**config.mk**
```make
export PLATFORM = sky130hd
export DESIGN_NAME = universal_shift_reg_flat
export DESIGN_NICKNAME = d
export VERILOG_FILES = /design/src/rtl/universal_shift_reg_if.sv /design/src/rtl/universal_shift_reg.sv /design/src/flat_wrapper.sv
export SDC_FILE = /design/constraint.sdc
export NUM_CORES = 1
export LEC_CHECK = 0
export ABC_CLOCK_PERIOD_IN_PS = 2500
export CORE_MARGIN = 1.5
export CORE_UTILIZATION = 40
export DETAILED_ROUTE_END_ITERATION = 10
export PLACE_DENSITY = 0.68
export SYNTH_ARGS = -nofsm -noshare
export SYNTH_HDL_FRONTEND = slang
export SYNTH_SLANG_ARGS = --single-unit
```
**constraint.sdc**
```tcl
create_clock -name clk_i -period 2.5 [get_ports clk_i]
set_clock_uncertainty 0.2 [all_clocks]
set_input_delay 0.5 -clock clk_i [delete_from_list [all_inputs] [get_ports clk_i]]
set_output_delay 0.5 -clock clk_i [all_outputs]
set_load 0.02 [all_outputs]
```
**src/rtl/universal_shift_reg_if.sv**
```systemverilog
// rtl/universal_shift_reg_if.sv - request/result bundle for universal_shift_reg
//
// Purpose: groups the operation request and result signals of the shift engine.
// Signals:
//   start_i   request, sampled only while the engine is idle
//   op_i      3-bit operation code, captured with start_i
//   shamt_i   shift count 0..N-1, captured with start_i
//   data_i    N-bit operand, captured with start_i
//   serial_i  serial bit shifted into the LSB by op SIN
//   data_o    shift register contents
//   serial_o  bit shifted out by the most recent shift
//   busy_o    high whenever the engine is not idle
//   done_o    one-cycle completion pulse
// Modports: master drives the request side, slave is the shift engine.
interface universal_shift_reg_if #(
  parameter int N = 8
);
  localparam int SW = $clog2(N);

  logic          start_i;
  logic [2:0]    op_i;
  logic [SW-1:0] shamt_i;
  logic [N-1:0]  data_i;
  logic          serial_i;
  logic [N-1:0]  data_o;
  logic          serial_o;
  logic          busy_o;
  logic          done_o;

  modport master (
    output start_i, op_i, shamt_i, data_i, serial_i,
    input  data_o, serial_o, busy_o, done_o
  );

  modport slave (
    input  start_i, op_i, shamt_i, data_i, serial_i,
    output data_o, serial_o, busy_o, done_o
  );
endinterface

```
**src/rtl/universal_shift_reg.sv**
```systemverilog
// rtl/universal_shift_reg.sv - multi-cycle universal shift/rotate register
//
// Purpose: captures an operand and performs shamt one-bit shifts, one per
// cycle, of the selected kind (logical, arithmetic, rotate, serial-in).
// Ports:
//   clk_i  system clock, all state updates on the rising edge
//   rst_i  synchronous active-high reset
//   bus    universal_shift_reg_if.slave (request in, result/status out)
module universal_shift_reg #(
  parameter int N = 8
) (
  input  logic                  clk_i,
  input  logic                  rst_i,
  universal_shift_reg_if.slave  bus
);
  localparam int SW = $clog2(N);

  localparam logic [1:0] S_IDLE = 2'b00;
  localparam logic [1:0] S_RUN  = 2'b01;
  localparam logic [1:0] S_DONE = 2'b10;

  localparam logic [2:0] OP_LOAD = 3'b000;
  localparam logic [2:0] OP_SLL  = 3'b001;
  localparam logic [2:0] OP_SRL  = 3'b010;
  localparam logic [2:0] OP_SRA  = 3'b011;
  localparam logic [2:0] OP_ROL  = 3'b100;
  localparam logic [2:0] OP_ROR  = 3'b101;
  localparam logic [2:0] OP_SIN  = 3'b110;
  localparam logic [2:0] OP_HOLD = 3'b111;

  logic [1:0]    state;
  logic [2:0]    op_q;
  logic [SW-1:0] cnt;
  logic [N-1:0]  sreg;
  logic          sout;

  logic [N-1:0]  shifted;
  logic          shift_bit;

  // One-bit step of the captured operation. LOAD and HOLD step as identity,
  // so a nonzero count for them only spends time without altering the data.
  always_comb begin
    shifted   = sreg;
    shift_bit = sout;
    case (op_q)
      OP_SLL: begin
        shifted   = {sreg[N-2:0], 1'b0};
        shift_bit = sreg[N-1];
      end
      OP_SRL: begin
        shifted   = {1'b0, sreg[N-1:1]};
        shift_bit = sreg[0];
      end
      OP_SRA: begin
        shifted   = {sreg[N-1], sreg[N-1:1]};
        shift_bit = sreg[0];
      end
      OP_ROL: begin
        shifted   = {sreg[N-2:0], sreg[N-1]};
        shift_bit = sreg[N-1];
      end
      OP_ROR: begin
        shifted   = {sreg[0], sreg[N-1:1]};
        shift_bit = sreg[0];
      end
      OP_SIN: begin
        shifted   = {sreg[N-2:0], bus.serial_i};
        shift_bit = sreg[N-1];
      end
      default: ;
    endcase
  end

  always_ff @(posedge clk_i) begin
    if (rst_i) begin
      state <= S_IDLE;
      op_q  <= OP_LOAD;
      cnt   <= '0;
      sreg  <= '0;
      sout  <= 1'b0;
    end else begin
      case (state)
        S_IDLE: begin
          if (bus.start_i) begin
            // HOLD keeps both the register and the last shifted-out bit.
            if (bus.op_i != OP_HOLD) begin
              sreg <= bus.data_i;
              sout <= 1'b0;
            end
            op_q  <= bus.op_i;
            cnt   <= bus.shamt_i;
            state <= (bus.shamt_i != '0) ? S_RUN : S_DONE;
          end
        end
        S_RUN: begin
          sreg <= shifted;
          sout <= shift_bit;
          // Saturate at zero; the counter never wraps.
          if (cnt != '0) cnt <= cnt - SW'(1);
          if (cnt <= SW'(1)) state <= S_DONE;
        end
        S_DONE: state <= S_IDLE;
        default: state <= S_IDLE;
      endcase
    end
  end

  assign bus.data_o   = sreg;
  assign bus.serial_o = sout;
  assign bus.busy_o   = (state != S_IDLE);
  assign bus.done_o   = (state == S_DONE);
endmodule

```
**src/flat_wrapper.sv**
```systemverilog
// flat-port wrapper written by rule: the top's interface ports become plain ports
module universal_shift_reg_flat 
#(
  parameter int N = 8
)
  (clk_i, rst_i, bus_start_i, bus_op_i, bus_shamt_i, bus_data_i, bus_serial_i, bus_data_o, bus_serial_o, bus_busy_o, bus_done_o);
  universal_shift_reg_if #(.N(N)) bus_i ();
  input  logic clk_i;
  input  logic rst_i;
  input wire logic [$bits(bus_i.start_i)-1:0] bus_start_i;
  input wire logic [$bits(bus_i.op_i)-1:0] bus_op_i;
  input wire logic [$bits(bus_i.shamt_i)-1:0] bus_shamt_i;
  input wire logic [$bits(bus_i.data_i)-1:0] bus_data_i;
  input wire logic [$bits(bus_i.serial_i)-1:0] bus_serial_i;
  output wire logic [$bits(bus_i.data_o)-1:0] bus_data_o;
  output wire logic [$bits(bus_i.serial_o)-1:0] bus_serial_o;
  output wire logic [$bits(bus_i.busy_o)-1:0] bus_busy_o;
  output wire logic [$bits(bus_i.done_o)-1:0] bus_done_o;
  assign bus_i.start_i = bus_start_i;
  assign bus_i.op_i = bus_op_i;
  assign bus_i.shamt_i = bus_shamt_i;
  assign bus_i.data_i = bus_data_i;
  assign bus_i.serial_i = bus_serial_i;
  assign bus_data_o = bus_i.data_o;
  assign bus_serial_o = bus_i.serial_o;
  assign bus_busy_o = bus_i.busy_o;
  assign bus_done_o = bus_i.done_o;
  universal_shift_reg #(.N(N)) u_core (.clk_i(clk_i), .rst_i(rst_i), .bus(bus_i));
endmodule
```
==> metrics.txt, run 1 <==
top cells by area, synth=dfxtp_1 31%, a21oi_1 6.0%, a22o_1 5.6%; share of async-settable or async-resettable flops after synthesis=0%; nets=179; EDFF count, synth=0; Die Area=3050 um2; initial antenna violation count=0; hold buffers post-CTS=0; Max Cap Violations=0; CTS max path bufs=2; Chip Width=55.3 um; first-pass GRT wire length=4.74 mm; Yosys Warn Count=0; worst-skew pair later-pin latency=around 0.3 ns; Antenna Nets Post-Route=0; row cnt=18; unrepaired setup endpoints after global routing=false; Worst Hold Class=register to register; total track usage=18.7%; CTS sink cnt=17; DR pass1 iterations=4; via count=1077; Fmax=435 MHz; wire length on met1=~1.3 mm; Starting DRT DRC Count=21; Slowest-stage cell, CP=clkdlybuf4s50_1; root buf cell=clkbuf_4; crit path kind=register to primary output; worst path cell trace=or2_1, clkdlybuf4s50_1; vias in the first global route=1055; Tmin final=between 2 and 2.5 ns; port buffer count=28; register area=340 um2; Synth Cell Area=around 1100 um2; P per Cell Area=536 nW/um2; Worst-Margin Slew=0.889 ns; Setup Viol. Count Final=0; Reg clk slew, reported paths=0.12 ns; Tcrit/Tclk final=92.0%; register area share after synthesis=31.2%; fillers=roughly 230; Max IR drop VDD=385 uV; Synth Instances=130; Top FF cell, synth=dfxtp_1; critical path data required time=1.80 ns; Final HPWL DP=2.01 mm; CP arrival=1.60 ns; Placed Area=1370 um2; # Post-CTS Setup Buffers=0; syn avg cell area=between 8 and 9 um2; Total Routed Length=2.67 mm; delay-heaviest family, CP=buffers and inverters; initial core utilization=43.3%; routability congestion estimate=0.779; Via density=roughly 5.8; most common cell after layout, fill and taps aside=clkdlybuf4s50_1; Num CTS Buffers=3; register bit total from synthesis=17; outcome=complete, no violations; WP buf/inv=1; chip height=55.3 um; number of distinct library cells after synthesis=38; Fin Setup TNS=0 ns; area delta synth->final=28.3%; # DRC=0; most frequent cells in the layout=28 x clkdlybuf4s50_1, 17 x dfxtp_1, 15 x nor2_1, 13 x a21oi_1; met3 routed WL=111 um; Top Metal Used=met4; slowest stage delay, CP=0.59 ns; total gr overflow=0; Hold Vio Cnt, Final=0; H-tree depth=1; WL per Instance=about 14 um; clock tree from TritonCTS=done; Lkg Pwr=just over 0.5 nW; Antenna Cells=0; crit path max fanout=11; proportion of netlist area held by the largest area contributor=31.2%; fraction of layout cells with a size suffix above 1=roughly 10%; footprint of the multi-input gates=approximately 670 um2; type of origin of the critical path=register; core area=2520 um2; largest net degree at the start of global routing=14; WL met2=1.29 mm; post-synth top area cell=dfxtp_1; Min Hold Slack=0.258 ns; Slew HR=40.3%; Setup crit end kind=primary output; syn_nets=151; CTS resizes=0; # IOs=29; Final Max Slew Viols=0; final instance area=1400 um2
-- logic make-up (layout without fill, tap and decap cells) --
kind of cell               after synthesis  in the layout  share of synthesized area (%)
muxes                                    5              5                           4.81
AOI/OAI and AO/OA                       47             47                           29.1
adders and majority gates                3              3                           3.44
DFF                                     17             17                           31.2
buffers and inverters                   12             39                           7.10
and+or+nand+nor                         46             46                           24.4
-- cells in the mapped netlist, types with 2 or more instances --
library cell,count
dfxtp_1,17
nor2_1,15
a21oi_1,13
a31oi_1,8
o21ai_0,8
a22o_1,7
nand2_1,4
nor2b_1,4
buf_6,3
ha_1,3
inv_1,3
mux2i_1,3
nand2b_1,3
nand3b_1,3
nor3_1,3
o21ai_1,3
a32oi_1,2
and2_1,2
buf_2,2
buf_4,2
clkbuf_1,2
mux2_1,2
nand3_1,2
nor2b_2,2
-- worst register-to-register path, stage by stage, from the launching register on --
cell	delay, ns
dfxtp_1	0.54
or3_4	0.21
a32oi_1	0.09
nor3_1	0.70
a32o_1	0.28
-- sequential cells by signal, indices dropped and copies added (netlist names) --
| signal | flops |
|---|---|
| u_core.state | 2 |
| u_core.cnt | 3 |
| u_core.op_q | 3 |
| u_core.bus.serial_o | 1 |
| u_core.bus.data_o | 8 |
-- final cells by class --
class                           instances  area share [%]
Clock inverter                          1           0.357
Clock buffer                            3            1.61
Tap cell                               30            2.68
Sequential cell                        17            24.3
Inverter                                3           0.804
Multi-Input combinational cell        101            48.1
Timing Repair Buffer                   32            22.1
-- where the power goes --
group	switching (W)	total [W]	leakage [nW]	internal, W
clock network	0.0000935	0.000153	0.0177	0.0000596
logic	0.000123	0.000258	0.355	0.000135
registers	0.0000411	0.000340	0.140	0.000299
-- layer usage --
metal,vias up,global-route usage (%)
met5,-,0
met4,0,3.48
met3,2,5.85
met2,21,30.1
met1,519,24.7
li1,535,-
-- per-stage QoR --
stage,total power [W],utilization [%],setup WS (ns),cells
floorplan,0.000510,-,0.777,130
global placement,0.000598,54.5,0.0641,183
detailed placement,0.000604,54.5,0.0347,183
CTS,0.000756,55.6,0.207,187
global route,0.000805,55.6,0.109,187
finish,0.000752,55.6,0.199,187
-- path summary, 6_finish.rpt --
check                          startpoint                          endpoint  slack [ns]  cells after the start
max reg2reg   u_core.op_q[2]$_SDFFE_PP0P_  u_core.bus.serial_o$_SDFFE_PP0P_        0.43                      4
max          u_core.state[0]$_SDFFE_PP0P_                        bus_busy_o        0.20                      2
min            u_core.cnt[1]$_SDFFE_PP0P_        u_core.cnt[1]$_SDFFE_PP0P_        0.26                      2
min reg2reg    u_core.cnt[1]$_SDFFE_PP0P_        u_core.cnt[1]$_SDFFE_PP0P_        0.26                      2
No activity file was read; power rests on OpenSTA's default activity.
==> run 2, diff against run 1 <==
--- a/config.mk
+++ b/config.mk
@@ -6,10 +6,11 @@
 export NUM_CORES = 1
 export LEC_CHECK = 0
 export ABC_CLOCK_PERIOD_IN_PS = 2500
-export CORE_MARGIN = 1.5
+export CORE_MARGIN = 5
 export CORE_UTILIZATION = 40
 export DETAILED_ROUTE_END_ITERATION = 10
 export PLACE_DENSITY = 0.68
+export RECOVER_POWER = 100
 export SYNTH_ARGS = -nofsm -noshare
 export SYNTH_HDL_FRONTEND = slang
 export SYNTH_SLANG_ARGS = --single-unit
==> run 2 against run 1 <==
Die area is 27% higher. Largest power group unchanged. Sequential share of layout area up 0.20 points. Count of clock-buffer cells in the layout grew 1. Global-route usage is 4.7 points lower.
==> metrics.txt, run 2 (synthesis gave the netlist of run 1 again) <==
chip height=62.3 um (+13%); CP arrival=1.61 ns (about the same); R2R Path End=u_core.bus.serial_o$_SDFFE_PP0P_; total gr overflow=0 (unchanged); Worst Reg2Reg Path Length in Cells=4 (unchanged); footprint of the multi-input gates=667 um2 (-1.1%); reg2reg setup slack=0.39 ns (-0.04 ns); slowest stage delay, CP=0.66 ns (+0.07 ns); Setup crit end kind=primary output; via count=1070 (-0.65%); Chip Width=62.3 um (+13%); outcome=complete, no violations; Switching Share=34.0% (-0.36 points); Die Area=3880 um2 (+27%); Final Max Slew Viols=0 (unchanged); area delta synth->final=27.3%; Hold Vio Cnt, Final=0 (unchanged); max reg flops=8 (unchanged); # Post-CTS Setup Buffers=0 (unchanged); fillers=271 (+18%); Fin Setup TNS=0 ns (unchanged); Hold Path Depth=2 (unchanged); Via density=5.69 (-1.2%); Fmax=433 MHz (-0.36%); row cnt=19 (+1); Slowest-stage cell, CP=dlygate4sd3_1; core area=2690 um2 (+6.5%); Antenna Nets Post-Route=0 (unchanged); Antenna Cells=0 (unchanged); sequential power share=45.9% (+0.6 points); initial antenna violation count=0 (unchanged); RR Startpoint=u_core.op_q[2]$_SDFFE_PP0P_; Worst Hold Class=register to register; first-pass GRT wire length=4.60 mm (-2.9%); Layout Cells excl Fill=188 (+0.53%); Slew HR=38.7% (-1.6 points); nets=179 (unchanged); switching pwr=0.000250 W (-3.0%); Starting DRT DRC Count=27 (+29%); most frequent cells in the layout=17 x dfxtp_1, 16 x clkdlybuf4s50_1, 15 x nor2_1, 13 x a21oi_1, 12 x dlygate4sd3_1; P per Cell Area=530 nW/um2 (-1.2%); # DRC=0 (unchanged); hold buffers post-CTS=0 (unchanged); Final HPWL DP=1.97 mm (-1.9%); unrepaired setup endpoints after global routing=false; initial core utilization=40.7% (-2.6 points); Cell Int Power=0.000487 W (-1.5%); Max IR drop VDD=376 uV (-2.2%); Setup Viol. Count Final=0 (unchanged); total track usage=14.0% (-4.7 points); worst path cell trace=or2_1, dlygate4sd3_1; Placed Cells=184 (+0.55%); crit path max fanout=11 (unchanged); Max Cap Violations=0 (unchanged); Tmin final=2.31 ns (+0.00824 ns); critical path data required time=1.80 ns (about the same); H-tree depth=1 (unchanged); root buf cell=clkbuf_4; Worst-Margin Slew=0.913 ns (+0.0240 ns); final core occ=51.7% (-3.8 points); Clk pwr share=20.5% (about the same); worst-skew pair later-pin latency=0.29 ns (about the same); CTS resizes=0 (unchanged); port buffer count=28 (unchanged); vias in the first global route=1055 (unchanged); Worst Hold End=u_core.cnt[1]$_SDFFE_PP0P_; most common cell after layout, fill and taps aside=dfxtp_1; Tcrit/Tclk final=92.4% (+0.33 points); worst setup path start=u_core.state[0]$_SDFFE_PP0P_; power share of the combinational group=33.7% (-0.6 points); Num CTS Buffers=3 (unchanged); fraction of layout cells with a size suffix above 1=7.64% (-2.5 points); DR pass1 iterations=4 (unchanged); Lkg Pwr=0.533 nW (+4.1%); Reg clk slew, reported paths=0.09 ns (-0.03 ns); WL per Instance=13.9 um (-2.5%); register area=340 um2 (unchanged); CTS max path bufs=2 (unchanged); Total Routed Length=2.62 mm (-2.0%); crit path kind=register to primary output; largest net degree at the start of global routing=14 (unchanged); routability congestion estimate=0.828 (+6.2%); type of origin of the critical path=register; HP Start=u_core.cnt[1]$_SDFFE_PP0P_; clock tree from TritonCTS=done; # IOs=29 (unchanged); CTS sink cnt=17 (unchanged)
-- run 2: cell types whose count changed in the layout (fill, tap and decap cells not counted) --
cell             delta
nor2b_1             +1
dlygate4sd3_1      +12
clkinv_2            -1
nor3b_2             -1
clkbuf_1            +2
nor3b_1             +1
buf_4               -1
clkdlybuf4s50_1    -12
nor2b_2             -1
-- run 2: worst max-delay path by stage --
stage / end / cells past startpoint
floorplan: u_core.cnt[0]$_SDFFE_PP0P_ / 5
global placement: u_core.bus.serial_o$_SDFFE_PP0P_ / 5
detailed placement: u_core.bus.serial_o$_SDFFE_PP0P_ / 5
CTS: bus_done_o / 2
global route: bus_done_o / 2
finish: bus_busy_o / 2
-- run 2: per-stage QoR --
step | hold slack, ns | setup WS, ns | total power, W | area [um2]
floorplan | 0.232 | 0.777 | 0.000510 | 1090
global placement | 0.241 | 0.0212 | 0.000598 | 1380
detailed placement | 0.252 | -0.0113 | 0.000603 | 1380
CTS | 0.267 | 0.191 | 0.000753 | 1400
global route | 0.315 | 0.0831 | 0.000791 | 1390
finish | 0.265 | 0.191 | 0.000737 | 1390
-- run 2: area by class of cell --
cell class / instances / share of cell area [%]
sequential: 17 / 24.5
tap: 31 / 2.79
multi-input combinational: 101 / 48.0
inverter: 3 / 0.810
timing repair buffer: 32 / 22.1
clock buffer: 4 / 1.89
-- run 2: worst max-delay path: cells and delay by family (launching register included) --
family | cells | cell delay, ns
DFF | 1 | 0.51
and+or+nand+nor | 1 | 0.15
buffers and inverters | 1 | 0.66
-- run 2: power groups by stage --
stage	registers (W)	logic, W	clock network, W
2_1_floorplan	0.000343	0.000167	0
3_3_place_gp	0.000344	0.000254	0
3_5_place_dp	0.000345	0.000258	0
4_1_cts	0.000339	0.000258	0.000156
5_1_grt	0.000344	0.000275	0.000172
6_report	0.000338	0.000248	0.000151
-- run 2: metal layers --
layer / wire (um) / GRT usage (%) / vias up
met2: 1240 / 23.7 / 23
met3: 105 / 2.70 / 5
li1: - / - / 531
met1: 1230 / 17.1 / 511
met4: 40 / 5.84 / 0
met5: 0 / 0 / -
==> run 3, diff against run 2 <==
--- a/config.mk
+++ b/config.mk
@@ -9,7 +9,7 @@
 export CORE_MARGIN = 5
 export CORE_UTILIZATION = 40
 export DETAILED_ROUTE_END_ITERATION = 10
-export PLACE_DENSITY = 0.68
+export PLACE_DENSITY = 0.73
 export RECOVER_POWER = 100
 export SYNTH_ARGS = -nofsm -noshare
 export SYNTH_HDL_FRONTEND = slang
==> run 3 against run 2 <==
Global-route usage shrank 0.64 points. Power is 0.22% higher. Sequential power about the same. Maximum frequency down 1.6%. Setup slack worse by 0.037 ns. Hold slack about the same. Die area unchanged. Non-clock buffer count unchanged. Clock power is essentially flat. Count of clock-buffer cells in the layout decreased by 1. Sequential share of layout area about the same. Core utilization is essentially flat.
==> metrics.txt, run 3 (synthesis gave the netlist of run 1 again) <==
Total Routed Length=2.68 mm (+2.4%); hold buffers post-CTS=0 (unchanged); Chip Width=62.3 um (unchanged); max reg flops=8 (unchanged); R2R Path End=u_core.bus.serial_o$_SDFFE_PP0P_; final core occ=51.8% (about the same); Placed Cells=184 (unchanged); H-tree depth=1 (unchanged); Final Max Slew Viols=0 (unchanged); total track usage=13.3% (-0.64 points); Lkg Pwr=0.536 nW (+0.51%); Tmin final=2.35 ns (+0.0374 ns); core area=2690 um2 (unchanged); # Post-CTS Setup Buffers=0 (unchanged); Worst-Margin Slew=0.834 ns (-0.0787 ns); Slew HR=44.0% (+5.3 points); Worst Reg2Reg Path Length in Cells=4 (unchanged); Reg clk slew, reported paths=0.10 ns (about the same); area delta synth->final=27.4% (about the same); reg2reg setup slack=0.44 ns (+0.05 ns); Via density=5.63 (-1.0%); Max Cap Violations=0 (unchanged); clock tree from TritonCTS=done; # DRC=0 (unchanged); port buffer count=28 (unchanged); Starting DRT DRC Count=48 (+78%); largest net degree at the start of global routing=14 (unchanged); WL per Instance=14.3 um (+2.4%); total gr overflow=0 (unchanged); first-pass GRT wire length=4.42 mm (-3.9%); crit path to=bus_busy_o; via count=1059 (-1.0%); worst setup path start=u_core.state[0]$_SDFFE_PP0P_; initial core utilization=40.7% (unchanged); Final HPWL DP=2.02 mm (+2.7%); # IOs=29 (unchanged); Layout Cells excl Fill=188 (unchanged); crit path max fanout=11 (unchanged); Num CTS Buffers=3 (unchanged); Fmax=426 MHz (-1.6%); Power Total=0.000738 W (+0.22%); fraction of layout cells with a size suffix above 1=8.28% (+0.64 points); most common cell after layout, fill and taps aside=dfxtp_1; CTS sink cnt=17 (unchanged); Setup Viol. Count Final=0 (unchanged); unrepaired setup endpoints after global routing=false; vias in the first global route=1002 (-5.0%); footprint of the multi-input gates=667 um2 (unchanged); P per Cell Area=531 nW/um2 (+0.13%); most frequent cells in the layout=17 x dfxtp_1, 16 x clkdlybuf4s50_1, 15 x nor2_1, 13 x a21oi_1, 12 x dlygate4sd3_1; Worst Hold Class=register to register; register area=340 um2 (unchanged); initial antenna violation count=0 (unchanged); Hold Vio Cnt, Final=0 (unchanged); chip height=62.3 um (unchanged); Fin Setup TNS=0 ns (unchanged); routability congestion estimate=0.833 (+0.57%); RR Startpoint=u_core.op_q[2]$_SDFFE_PP0P_; worst-skew pair later-pin latency=0.29 ns (about the same); Max IR drop VDD=378 uV (+0.55%); Hold Path Depth=2 (unchanged); row cnt=19 (unchanged); critical path data required time=1.80 ns (about the same); root buf cell=clkbuf_4; DR pass1 iterations=4 (unchanged); Tcrit/Tclk final=93.9% (+1.5 points); Placed Area=1380 um2 (unchanged); CTS resizes=0 (unchanged); type of origin of the critical path=register; crit path kind=register to primary output; nets=179 (unchanged); outcome=complete, no violations; Antenna Cells=0 (unchanged); fillers=265 (-2.2%); CTS max path bufs=2 (unchanged); final instance area=1390 um2 (about the same); Antenna Nets Post-Route=0 (unchanged); Setup crit end kind=primary output; Die Area=3880 um2 (unchanged); CP arrival=1.65 ns (+0.04 ns)
[run 3: per-stage QoR]
stage / hold WS, ns / worst slack, ns
floorplan: 0.232 / 0.777
global placement: 0.243 / 0.0710
detailed placement: 0.249 / 0.0310
CTS: 0.265 / 0.189
global route: 0.282 / 0.0936
finish: 0.265 / 0.153
[run 3: power by group]
part	total (W)	switching, W	internal, W
Sequential	0.000339	0.0000398	0.000299
Combinational	0.000248	0.000123	0.000125
Clock	0.000151	0.0000912	0.0000596
Total	0.000738	0.000254	0.000484
[run 3: how the worst min path moves through the flow]
stage          slack (ns)                       start                    endpoint
3_5_place_dp         0.25  u_core.cnt[1]$_SDFFE_PP0P_  u_core.cnt[1]$_SDFFE_PP0P_
2_1_floorplan        0.23  u_core.cnt[1]$_SDFFE_PP0P_  u_core.cnt[1]$_SDFFE_PP0P_
4_1_cts              0.27  u_core.cnt[1]$_SDFFE_PP0P_  u_core.cnt[1]$_SDFFE_PP0P_
6_report             0.27  u_core.cnt[1]$_SDFFE_PP0P_  u_core.cnt[1]$_SDFFE_PP0P_
5_1_grt              0.28  u_core.cnt[1]$_SDFFE_PP0P_  u_core.cnt[1]$_SDFFE_PP0P_
3_3_place_gp         0.24  u_core.cnt[1]$_SDFFE_PP0P_  u_core.cnt[1]$_SDFFE_PP0P_
[run 3: layer usage]
metal / part of all wire (%) / global-route usage (%)
met1: 46 / 17.6
met2: 49 / 20.6
met3: 3.7 / 3.06
met4: 1.3 / 5.84
met5: 0 / 0
[run 3: final cells by class]
cell class / instances / area share (%)
Clock buffer: 3 / 1.62
Tap cell: 31 / 2.79
Inverter: 3 / 0.809
Multi-Input combinational cell: 101 / 47.9
Clock inverter: 1 / 0.360
Timing Repair Buffer: 32 / 22.0
Sequential cell: 17 / 24.5
[run 3: critical path: stages (launching register included)]
cell	delay [ns]
dfxtp_1	0.53
or2_1	0.15
dlygate4sd3_1	0.66
